===== src/rtl/btn_cmd_in.sv =====
// Push-button conditioner: sync, tick-based debounce, press and long-press pulses.
// Optional auto-repeat on the four direction buttons with `define BTN_REPEAT_EN.
module btn_cmd_in #(
    parameter int TICK_DIV   = 100000,
    parameter int DEB_TICKS  = 20,
    parameter int LONG_TICKS = 1000
) (
    input  logic       clk,
    input  logic       rst,
    input  logic [4:0] btn_raw,
    output logic [4:0] btn_level,
    output logic [4:0] btn_press,
    output logic       long_press,
    output logic       tick
);

    localparam int TW = $clog2(TICK_DIV);
    localparam int DW = $clog2(DEB_TICKS + 1);
    localparam int HW = $clog2(LONG_TICKS + 1);

    localparam logic [TW-1:0] TICK_LAST = TW'(TICK_DIV - 1);
    localparam logic [TW-1:0] TICK_PRE  = TW'(TICK_DIV - 2);
    localparam logic [DW-1:0] DEB_LAST  = DW'(DEB_TICKS - 1);
    localparam logic [HW-1:0] HOLD_MAX  = HW'(LONG_TICKS);
    localparam logic [HW-1:0] HOLD_LAST = HW'(LONG_TICKS - 1);

    logic [4:0]    sync1;
    logic [4:0]    sync2;
    logic [4:0]    level_d;
    logic [TW-1:0] tcnt;
    logic [DW-1:0] dcnt [5];
    logic [HW-1:0] hcnt;
    logic          armed;
    logic [4:0]    rep_hit;

    always_ff @(posedge clk or posedge rst) begin
        if (rst) begin
            sync1 <= '0;
            sync2 <= '0;
        end else begin
            sync1 <= btn_raw;
            sync2 <= sync1;
        end
    end

    // tick is registered one count early so it is high while tcnt == TICK_LAST
    always_ff @(posedge clk or posedge rst) begin
        if (rst) begin
            tcnt <= '0;
            tick <= 1'b0;
        end else begin
            tcnt <= (tcnt == TICK_LAST) ? '0 : tcnt + TW'(1);
            tick <= (tcnt == TICK_PRE);
        end
    end

    always_ff @(posedge clk or posedge rst) begin
        if (rst) begin
            btn_level <= '0;
            for (int i = 0; i < 5; i++) dcnt[i] <= '0;
        end else begin
            for (int i = 0; i < 5; i++) begin
                if (sync2[i] == btn_level[i]) begin
                    dcnt[i] <= '0;
                end else if (tick) begin
                    if (dcnt[i] == DEB_LAST) begin
                        btn_level[i] <= ~btn_level[i];
                        dcnt[i]      <= '0;
                    end else begin
                        dcnt[i] <= dcnt[i] + DW'(1);
                    end
                end
            end
        end
    end

    always_ff @(posedge clk or posedge rst) begin
        if (rst) begin
            level_d   <= '0;
            btn_press <= '0;
        end else begin
            level_d   <= btn_level;
            btn_press <= (btn_level & ~level_d) | rep_hit;
        end
    end

    // Hold counter saturates at LONG_TICKS; armed allows one pulse per hold
    always_ff @(posedge clk or posedge rst) begin
        if (rst) begin
            hcnt       <= '0;
            armed      <= 1'b1;
            long_press <= 1'b0;
        end else begin
            long_press <= 1'b0;
            if (!btn_level[4]) begin
                hcnt  <= '0;
                armed <= 1'b1;
            end else if (tick && hcnt != HOLD_MAX) begin
                hcnt <= hcnt + HW'(1);
                if (hcnt == HOLD_LAST && armed) begin
                    long_press <= 1'b1;
                    armed      <= 1'b0;
                end
            end
        end
    end

`ifdef BTN_REPEAT_EN
    localparam int REP_FIRST = (LONG_TICKS / 2 > 0) ? LONG_TICKS / 2 : 1;
    localparam int REP_GAP   = (LONG_TICKS / 4 > 0) ? LONG_TICKS / 4 : 1;
    localparam int RW        = $clog2(REP_FIRST + 1);

    localparam logic [RW-1:0] FIRST_LAST = RW'(REP_FIRST - 1);
    localparam logic [RW-1:0] GAP_LAST   = RW'(REP_GAP - 1);

    logic [RW-1:0] rcnt [4];
    logic [3:0]    rep_on;

    always_comb begin
        rep_hit = '0;
        for (int i = 0; i < 4; i++) begin
            rep_hit[i] = btn_level[i] && tick &&
                         (rcnt[i] == (rep_on[i] ? GAP_LAST : FIRST_LAST));
        end
    end

    always_ff @(posedge clk or posedge rst) begin
        if (rst) begin
            rep_on <= '0;
            for (int i = 0; i < 4; i++) rcnt[i] <= '0;
        end else begin
            for (int i = 0; i < 4; i++) begin
                if (!btn_level[i]) begin
                    rcnt[i]   <= '0;
                    rep_on[i] <= 1'b0;
                end else if (rep_hit[i]) begin
                    rcnt[i]   <= '0;
                    rep_on[i] <= 1'b1;
                end else if (tick) begin
                    rcnt[i] <= rcnt[i] + RW'(1);
                end
            end
        end
    end
`else
    assign rep_hit = '0;
`endif

endmodule


===== config.mk =====
export PLATFORM = sky130hd
export DESIGN_NAME = btn_cmd_in
export DESIGN_NICKNAME = d
export VERILOG_FILES = /design/src/rtl/btn_cmd_in.sv
export SDC_FILE = /design/constraint.sdc
export NUM_CORES = 1
export LEC_CHECK = 0
export ABC_AREA = 1
export BUFFER_PORTS_ARGS = -buffer_cell sky130_fd_sc_hd__buf_4
export CAP_MARGIN = 5
export CORE_MARGIN = 1
export CORE_UTILIZATION = 47
export CTS_BUF_LIST = sky130_fd_sc_hd__clkbuf_4 sky130_fd_sc_hd__clkbuf_8
export DETAILED_ROUTE_END_ITERATION = 10
export GPL_TIMING_DRIVEN = 0
export HOLD_SLACK_MARGIN = 0.06
export PLACE_DENSITY = 0.66
export SYNTH_ARGS = -nofsm -noshare
export SYNTH_HDL_FRONTEND = slang
export SYNTH_SLANG_ARGS = --single-unit

===== constraint.sdc =====
create_clock -name clk -period 6.7 [get_ports clk]
set_clock_uncertainty 0.05 [all_clocks]
set_input_delay 0 -clock clk [delete_from_list [all_inputs] [get_ports clk]]
set_output_delay 0 -clock clk [all_outputs]
set_load 0.02 [all_outputs]

# == After elaboration in Yosys (flattened, before gate mapping) ==
# Index checks and enable logic that the tools add are counted.
# word_totals
output_inout_bits,12
regBits,80
input_bits,7
# op_classes
n_eq_ne,16
n_mux,24
reduce_logical,13
addsub,7
bitwise_logic,12
# ops
cell,n
2-to-1 mux 5 bit,15
equality test 17 bit (second input constant),2
adder 5 x 1 -> 5 bit (second input constant),5
equality test 5 bit (second input constant),5
2-to-1 mux 10 bit,2
adder 17 x 1 -> 17 bit (second input constant),1
2-to-1 mux 17 bit,1
AND reduction 3 bit,5
adder 10 x 1 -> 10 bit (second input constant),1
equality test 10 bit (second input constant),1
inequality test 10 bit (second input constant),1
NOT 1 bit,10
nonzero test 2 bit,5
2-to-1 mux 1 bit,6
AND 5 bit,1
equality test 1 bit,5
NOT 5 bit,1
inequality test 2 x 1 -> 1 bit (second input constant),2
logical AND 1 bit,2
AND reduction 2 bit,1

# == Depth between registers and ports, before layout ==
# Gate-level depths: netlist (run 1).
# logic_depth
depth_word,5
mapped_depth,10
mapped_depth_nobuf,10

# == Least setup slack after synthesis (run 1) ==
# Ideal clock, no wire load.
# synth_timing
kind,reg-to-reg
start,reg tick
end,reg btn_level[1]
path_stages_with_launch,7
t_required_ns,6.527
arrival_ns,1.204
path_buffers,3
synth_period_minus_slack_ns,1.377
path_slack_ns,5.323
setup_ns,0.123
path_cell_list,dfrtp_1 > buf_4 > inv_2 > buf_6 > buf_4 > o31ai_1 > inv_1
# synth_between
elab_chain_cells,1
# synth_lines
item,line,text
"start, declared",14,output logic tick
"start signal, assigned",53,tick <= (tcnt == TICK_PRE);
AND reduction 3 bit (no line),--,
"end signal, assigned by index",67,btn_level[i] <= ~btn_level[i];
"end, declared",11,"output logic [4:0] btn_level,"
# Every way passes these cells.
# A chain may end at the register's enable or synchronous reset.

# == Final worst setup path (run 1) ==
# layout_timing
start,reg hcnt[0]
end,reg hcnt[1]
# layout_between
elab_chain_cells,3
# layout_lines
item,line,text
"start, declared",32,logic [HW-1:0] hcnt;
"start signal, assigned",99,hcnt <= hcnt + HW'(1);
adder 10 x 1 -> 10 bit / inequality test 10 bit (equally long branches),"99, 98",
2-to-1 mux 10 bit / logical AND 1 bit (equally long branches),98,end else if (tick && hcnt != HOLD_MAX) begin
2-to-1 mux 10 bit / inequality test 2 x 1 -> 1 bit (equally long branches),--,
# Parallel ways exist; a longest one is shown, timed or not. The select of a mux whose other input is x is not followed.

==> results of run 1 <==
final cells by class:
class | count | area (um^2)
fill | 712 | 3450
sequential | 80 | 2000
multi-input combinational | 298 | 1520
inverter | 68 | 258
timing repair buffer | 25 | 223
clock buffer | 10 | 131
tap | 102 | 128
clock inverter | 6 | 60.1
buffer | 4 | 33.8
worst max-delay path, delay by kind of cell, from the launching register on:
| family | cells | cell delay [ns] |
|---|---|---|
| adder cells (fa/ha/maj) | 1 | 0.21 |
| AND/OR/NAND/NOR | 4 | 0.32 |
| buffers and inverters | 3 | 0.38 |
| AO/OA/AOI/OAI | 1 | 0.10 |
| flip-flops | 1 | 0.41 |
state kept, by name, summed over array words and instances, names as in the netlist:
signal	count
btn_level	5
sync1	5
tcnt	17
level_d	5
long_press	1
dcnt	25
btn_press	5
hcnt	10
sync2	5
armed	1
tick	1
layout by cell type (no fill, tap or decap):
cell type	instances
a21o_1	1
a21oi_1	7
a22oi_1	3
a31oi_1	1
buf_16	1
buf_4	21
buf_6	1
bufinv_16	1
clkbuf_4	1
clkbuf_8	9
clkinv_1	1
clkinv_2	3
clkinvlp_4	2
dfrtp_1	79
dfstp_2	1
dlygate4sd3_1	6
ha_1	9
inv_1	63
inv_2	3
inv_4	1
nand2_1	96
nand2_2	5
nand3_1	43
nand3b_1	1
nand4_1	16
nand4_2	1
nor2_1	57
nor2_2	2
nor3_1	4
o21a_1	2
o21ai_0	19
o21ai_1	2
o21bai_1	3
o22ai_1	2
o31ai_1	3
or2_1	1
or2_2	1
xnor2_1	2
xor2_1	16
xor2_2	1
power breakdown:
| group | total, W | switching, W | internal, W |
|---|---|---|---|
| combinational | 0.0000239 | 0.0000154 | 0.00000844 |
| clock | 0.000355 | 0.000181 | 0.000174 |
| sequential | 0.000487 | 0.00000180 | 0.000485 |
stage by stage:
step / setup WS, ns / hold WS, ns / power [W] / instances
after detailed placement: 5.15 / -0.0149 / 0.000519 / 571
final: 5.15 / 0.163 / 0.000866 / 593
after floorplan: 4.60 / -0.0186 / 0.000509 / 450
after global routing: 4.99 / 0.185 / 0.000897 / 593
after global placement: 3.68 / 0.0596 / 0.000516 / 570
after CTS: 5.14 / 0.148 / 0.000876 / 593
repair_timing:
action / CTS / global route
hold endpoints to repair: 84 / 0
resized for setup: 0 / 0
hold buffers: 6 / 0
metal layers:
metal / GRT usage / share of wire / vias up
met3: 0.0448 / 0.030 / 13
met2: 0.308 / 0.48 / 46
li1: - / - / 1516
met4: 0.0807 / 0.017 / 0
met5: 0 / 0 / -
met1: 0.223 / 0.48 / 1401
logic make-up after synthesis:
group,count (synthesis)
compound gates,43
xor+xnor,19
fa+ha+maj,9
buf+inv,72
simple gates,227
flops,80
how the worst min path moves through the flow:
| stage | start | endpoint | slack, ns | cells after the start |
|---|---|---|---|---|
| floorplan | btn_raw[0] | sync1[0] | -0.02 | 0 |
| global placement | btn_raw[3] | sync1[3] | 0.06 | 1 |
| detailed placement | rst | sync1[3] | -0.01 | 2 |
| CTS | rst | dcnt[12] | 0.15 | 3 |
| global route | rst | btn_press[3] | 0.18 | 3 |
| finish | rst | btn_press[3] | 0.16 | 3 |
==> reports/metrics.cfg, run 1 <==
[yosys]
yosysTopAreaCellShare = 0.518
yosysUniqueCellTypes = 32
synth_edf_count = 0
syn_area_mm2 = 0.00381
synth_xor_xnor_area_share = 0.0456
ys_ff_latch = 80
synthCells = 450
synth.area.mux_share = 0
synth_fa_ha_area_frac = 0.0295
synthArstFlopShare = 1.00
synthTopCellsByCount = nand2_1 (96), dfrtp_1 (79), inv_1 (64), nor2_1 (57), nand3_1 (43)
avgSynthCellArea_um2 = 8.47
ys.flop_type = dfrtp_1
yosys-top-cells-area = dfrtp_1 (52%), nand2_1 (9.4%), inv_1 (6.3%)
yosysMostFrequentCell = nand2_1
synth_top_family_by_area = simple AND/OR/NAND/NOR gates
synth_compound_area_frac = 0.0653
ys_seq_area_frac = 0.525
yosysWarningCount = 0
synth_area_leader_cell = dfrtp_1
synthSimpleGateAreaFrac = 0.259
syn_nets = 466

[floorplanning]
fp.dieArea_mm2 = 0.00848
die_h_um = 92.1
fp.coreArea_mm2 = 0.00781
ios = 19
start_util = 0.488
dieWidth_um = 92.1
rows = 32

[grt]
first_global_vias = 2780
antenna_found_initial = 0
track_usage = 0.183
overflow = 0
grt_max_degree = 51
grt_first_pass_wirelength_mm = 12.3

[critical_path]
ff2ff_path_depth = 9
reg2reg_from = hcnt[0]
reg2reg_slack_ns = 5.15
path_common_cell = inv_1
cp-start-kind = register
r2r-end = hcnt[1]
crit_chain = inv_1 -> ha_1 -> nand2_1 -> inv_1 -> nand3_1 -> nand2_1 -> inv_1 -> nand3_1 -> o21ai_0
path_max_fanout = 8
cp_slowest_stage_delay_ns = 0.41
critPathLaunch = hcnt[0]
crit_type = reg2reg
critPathCaptureType = register
worstPathArrival_ns = 1.77
cp-endpoint = hcnt[1]
cp_slowest_cell = dfrtp_1
worstPathRequired_ns = 6.93

[detailed_routing]
drt_iter0_markers = 121
vias = 2976
routedWlPerCell_um = 11.7
ant_nets = 0
drc = 0
drt-total-wl_mm = 6.93
vias_per_cell = 5.02
first_pass_iters = 4

[clock_tree]
cts_tree = built
cts.clk_slew.worst_paths_ns = 0.08
cts_buffers = 9
root_buffer = clkbuf_8
htree_levels = 3
insertion_delay_ns = 0.36
clk_path_buf_depth = 2
post_cts_buffers = 0
clkSinkCount = 80

[sta]
rsz0062_at_grt = no
fmax_ghz = 0.646
period_share = 0.231
setup_tns_ns = 0
setup_viol = 0
worst_pin_slew_ns = 0.475
hold_viol_final = 0
layout_min_cycle_time_ns = 1.55
slew_headroom = 0.682
drv_slew = 0

[placed_design]
globalplace.congestion = 0.882
placed_cell_area_mm2 = 0.00411
io_buffers = 18
dp_hpwl_mm = 4.82

[outcome]
status = finished, final reports clean

[flow_run]
maxCapViolCount = 0

[final_layout]
postLayoutCoreUtil = 0.558
area_growth_pct = 14.3
nNetsFinal = 502
num_antenna_cells = 0
layout-drive-gt1-share = 0.110
fin_area_mm2 = 0.00436

[power_and_ir_drop]
ir_worst_vdd_uv = 91.1
powerDensity_mw_per_mm2 = 199
p_leak_nw = 2.17

[min_path]
min_path_type = in2async

(Power assumes the default switching activity.)
==> inputs of run 2 (changes only) <==
Settings changed: ABC_AREA 1 to 0, PLACE_DENSITY 0.66 to 0.68.
Clock period 6.7 ns to 1.26 ns, I/O delays scaled along.
==> run 2 against run 1 <==
The flow now finishes with violations (negative setup slack). Power rose to 5.6 times the previous value. Final cell count is 12% lower. Clock power increased to 6.1 times the previous value. Largest power group unchanged. Highest routed layer unchanged. Combinational power grew to 4.6 times the previous value.
==> reports/metrics.cfg, run 2 <==
[yosys]
syn_area_mm2 = 0.00358  ; was 0.00381 mm^2
synth_fa_ha_area_frac = 0.0315  ; was 0.0295
ys.flop_type = dfrtp_1  ; unchanged
synthCells = 323  ; was 450
synth_area_leader_cell = dfrtp_1  ; unchanged
synth_compound_area_frac = 0.0546  ; was 0.0653
ys_ff_latch = 80  ; unchanged
synthSimpleGateAreaFrac = 0.234  ; was 0.259
synthTopCellsByCount = dfrtp_1 (79), nor2_1 (30), nand2_1 (25), a21oi_1 (17), xnor2_1 (16)  ; was nand2_1 (96), dfrtp_1 (79), inv_1 (64), nor2_1 (57), nand3_1 (43)
syn_nets = 339  ; was 466
synth_xor_xnor_area_share = 0.0735  ; was 0.0456
avgSynthCellArea_um2 = 11.1  ; was 8.47 um^2
yosys-top-cells-area = dfrtp_1 (55%), xnor2_1 (3.9%), xor2_1 (3.4%)  ; was dfrtp_1 (52%), nand2_1 (9.4%), inv_1 (6.3%)
synth_top_family_by_area = simple AND/OR/NAND/NOR gates  ; unchanged
yosysTopAreaCellShare = 0.553  ; was 0.518
yosysMostFrequentCell = dfrtp_1  ; was nand2_1
ys_seq_area_frac = 0.560  ; was 0.525
synth_edf_count = 0  ; unchanged
yosysWarningCount = 0  ; unchanged
synthArstFlopShare = 1.00  ; unchanged
synth.area.mux_share = 0.0280  ; was 0
yosysUniqueCellTypes = 39  ; was 32

[grt]
grt_max_degree = 42  ; was 51
first_global_vias = 2658  ; was 2780
antenna_found_initial = 0  ; unchanged
grt_first_pass_wirelength_mm = 12.1  ; was 12.3 mm
overflow = 0  ; unchanged
track_usage = 0.204  ; was 0.183

[flow_run]
maxCapViolCount = 0  ; unchanged

[critical_path]
path_max_fanout = 4  ; was 8
crit_type = reg2reg  ; unchanged
worstPathRequired_ns = 1.47  ; was 6.93 ns
worstPathArrival_ns = 1.70  ; was 1.77 ns
critPathCaptureType = register  ; unchanged
cp-start-kind = register  ; unchanged

[floorplanning]
start_util = 0.491  ; was 0.488
die_h_um = 89.2  ; was 92.1 um
ios = 19  ; unchanged
rows = 31  ; was 32
dieWidth_um = 89.2  ; was 92.1 um
fp.dieArea_mm2 = 0.00796  ; was 0.00848 mm^2
fp.coreArea_mm2 = 0.00729  ; was 0.00781 mm^2

[clock_tree]
cts_tree = built  ; unchanged
insertion_delay_ns = 0.36  ; about the same
root_buffer = clkbuf_8  ; unchanged
htree_levels = 3  ; unchanged
clkSinkCount = 80  ; unchanged
cts_buffers = 9  ; unchanged
clk_path_buf_depth = 2  ; unchanged
cts.clk_slew.worst_paths_ns = 0.09  ; was 0.08 ns

[placed_design]
dpl_worst_slack_ns = -0.484  ; was 5.15 ns
globalplace.congestion = 0.801  ; was 0.882
placed_cells = 441  ; was 571
io_buffers = 18  ; unchanged
dp_hpwl_mm = 4.22  ; was 4.82 mm

[outcome]
violations = negative setup slack
status = complete, but fails checks  ; was finished, final reports clean

[final_layout]
nFillCells = 513  ; was 712
area_growth_pct = 45.7  ; was 14.3%
layout-drive-gt1-share = 0.443  ; was 0.110
nNetsFinal = 433  ; was 502
layout_common_cells = dfrtp_1 (65), buf_4 (59), nor2_1 (25)  ; was nand2_1 (96), dfrtp_1 (79), inv_1 (63)
multi_input_area_mm2 = 0.00198  ; was 0.00152 mm^2
largest-register = dcnt  ; unchanged
largest_reg_flops = 25  ; unchanged
regArea_mm2 = 0.00202  ; was 0.00200 mm^2
fin_cells = 521  ; was 593
reg_top3 = dcnt: 25 flops, tcnt: 17 flops, hcnt: 10 flops  ; unchanged
final_common_cell = dfrtp_1  ; was nand2_1
num_antenna_cells = 0  ; unchanged

[detailed_routing]
ant_nets = 0  ; unchanged
first_pass_iters = 5  ; was 4
vias_per_cell = 5.26  ; was 5.02
drc = 0  ; unchanged
routedWlPerCell_um = 15.9  ; was 11.7 um
drt_iter0_markers = 123  ; was 121
drt-total-wl_mm = 8.28  ; was 6.93 mm
vias = 2740  ; was 2976

[sta]
rsz0062_at_grt = yes  ; was no
fin_ws_ns = -0.238  ; was 5.15 ns
slew_headroom = 0.342  ; was 0.682
setup_viol = 49  ; was 0
hold_viol_final = 0  ; unchanged
layout_min_cycle_time_ns = 1.50  ; was 1.55 ns
drv_slew = 0  ; unchanged
worst_pin_slew_ns = 0.981  ; was 0.475 ns
period_share = 1.19  ; was 0.231
fmax_ghz = 0.667  ; was 0.646 GHz

[power_and_ir_drop]
p_leak_nw = 2.34  ; was 2.17 nW
ir_worst_vdd_uv = 586  ; was 91.1 uV
powerDensity_mw_per_mm2 = 932  ; was 199 mW/mm^2

[min_path]
min_path_type = in2async  ; unchanged

-- run 2: cell count changes after synthesis, moves of 5 or more --
cell / previous run / this run
a21oi_1: 7 / 17
and2_1: 0 / 8
nor2_1: 57 / 30
nand2_2: 5 / 0
nand3_1: 43 / 12
nand2_1: 96 / 25
nor4bb_1: 0 / 5
nor3b_1: 0 / 6
nor2b_1: 0 / 15
inv_1: 64 / 11
nor3_1: 4 / 13
nand4_1: 16 / 7
xnor2_1: 2 / 16
-- run 2: final cells by class --
type / instances / share of cell area
flip-flops and latches: 80 / 0.388
multi-input cells: 226 / 0.380
clock inverters: 6 / 0.0178
well taps: 99 / 0.0238
clock buffers: 10 / 0.0252
plain buffers: 5 / 0.0108
repair buffers: 83 / 0.144
inverters: 11 / 0.00936
repair inverters: 1 / 0.000960
-- run 2: metal layers --
metal / part of all wire / wire [um] / vias to the layer above / global-route usage
li1: - / - / 1304 / -
met1: 0.43 / 3540 / 1372 / 0.251
met2: 0.53 / 4370 / 46 / 0.348
met3: 0.027 / 225 / 18 / 0.0406
met4: 0.018 / 146 / 0 / 0.0924
met5: 0 / 0 / - / 0
-- run 2: cell families after synthesis --
group,after synthesis
DFF,80
xor gates and xnor gates,30
muxes,9
buffers and inverters,17
and+or+nand+nor,144
adders and majority gates,9
AOI/OAI and AO/OA,34
-- run 2: critical path: stages, from the launching register on --
cell and delay (ns):
dfrtp_1 0.45, nand3_2 0.17, nor4_4 0.32, nand3_2 0.11, mux2_4 0.30
-- run 2: through the flow --
stage	total power (W)	TNS, ns	utilization	area (um^2)	hold WS, ns
after floorplan	0.00269	-1.88	-	3720	-0.0186
after global placement	0.00272	-25.49	0.546	3980	0.0597
after detailed placement	0.00273	-6.52	0.549	4000	0.0603
after CTS	0.00489	-4.47	0.662	4830	0.227
after global routing	0.00502	-10.27	0.715	5210	0.236
final	0.00486	-6.16	0.715	5210	0.209
-- run 2: power breakdown --
group	switching, W	total (W)	leakage, nW	internal [W]
logic	0.0000716	0.000109	1.18	0.0000375
clock network	0.00100	0.00216	0.107	0.00115
registers	0.00000910	0.00259	1.05	0.00258
total	0.00109	0.00486	2.34	0.00377
-- run 2: repair_timing --
item	CTS	global route
buffers inserted	37	22
hold endpoints to repair	45	0
pin swaps	38	36
hold buffers	6	0
gates resized for setup	65	52
endpoints found under the setup margin	46	63
gates cloned	1	3
-- run 2: path summary, 6_finish.rpt --
kind | startpoint | end | slack [ns] | cells after the start
max | tcnt[7] | tcnt[16] | -0.24 | 4
min | rst | tcnt[8] | 0.21 | 3
max reg2reg | tcnt[7] | tcnt[16] | -0.24 | 4
min reg2reg | sync1[2] | sync2[2] | 0.31 | 0
max in group asynchronous | rst | armed | 0.32 | 4
min in group clk | btn_raw[1] | sync1[1] | 0.23 | 2
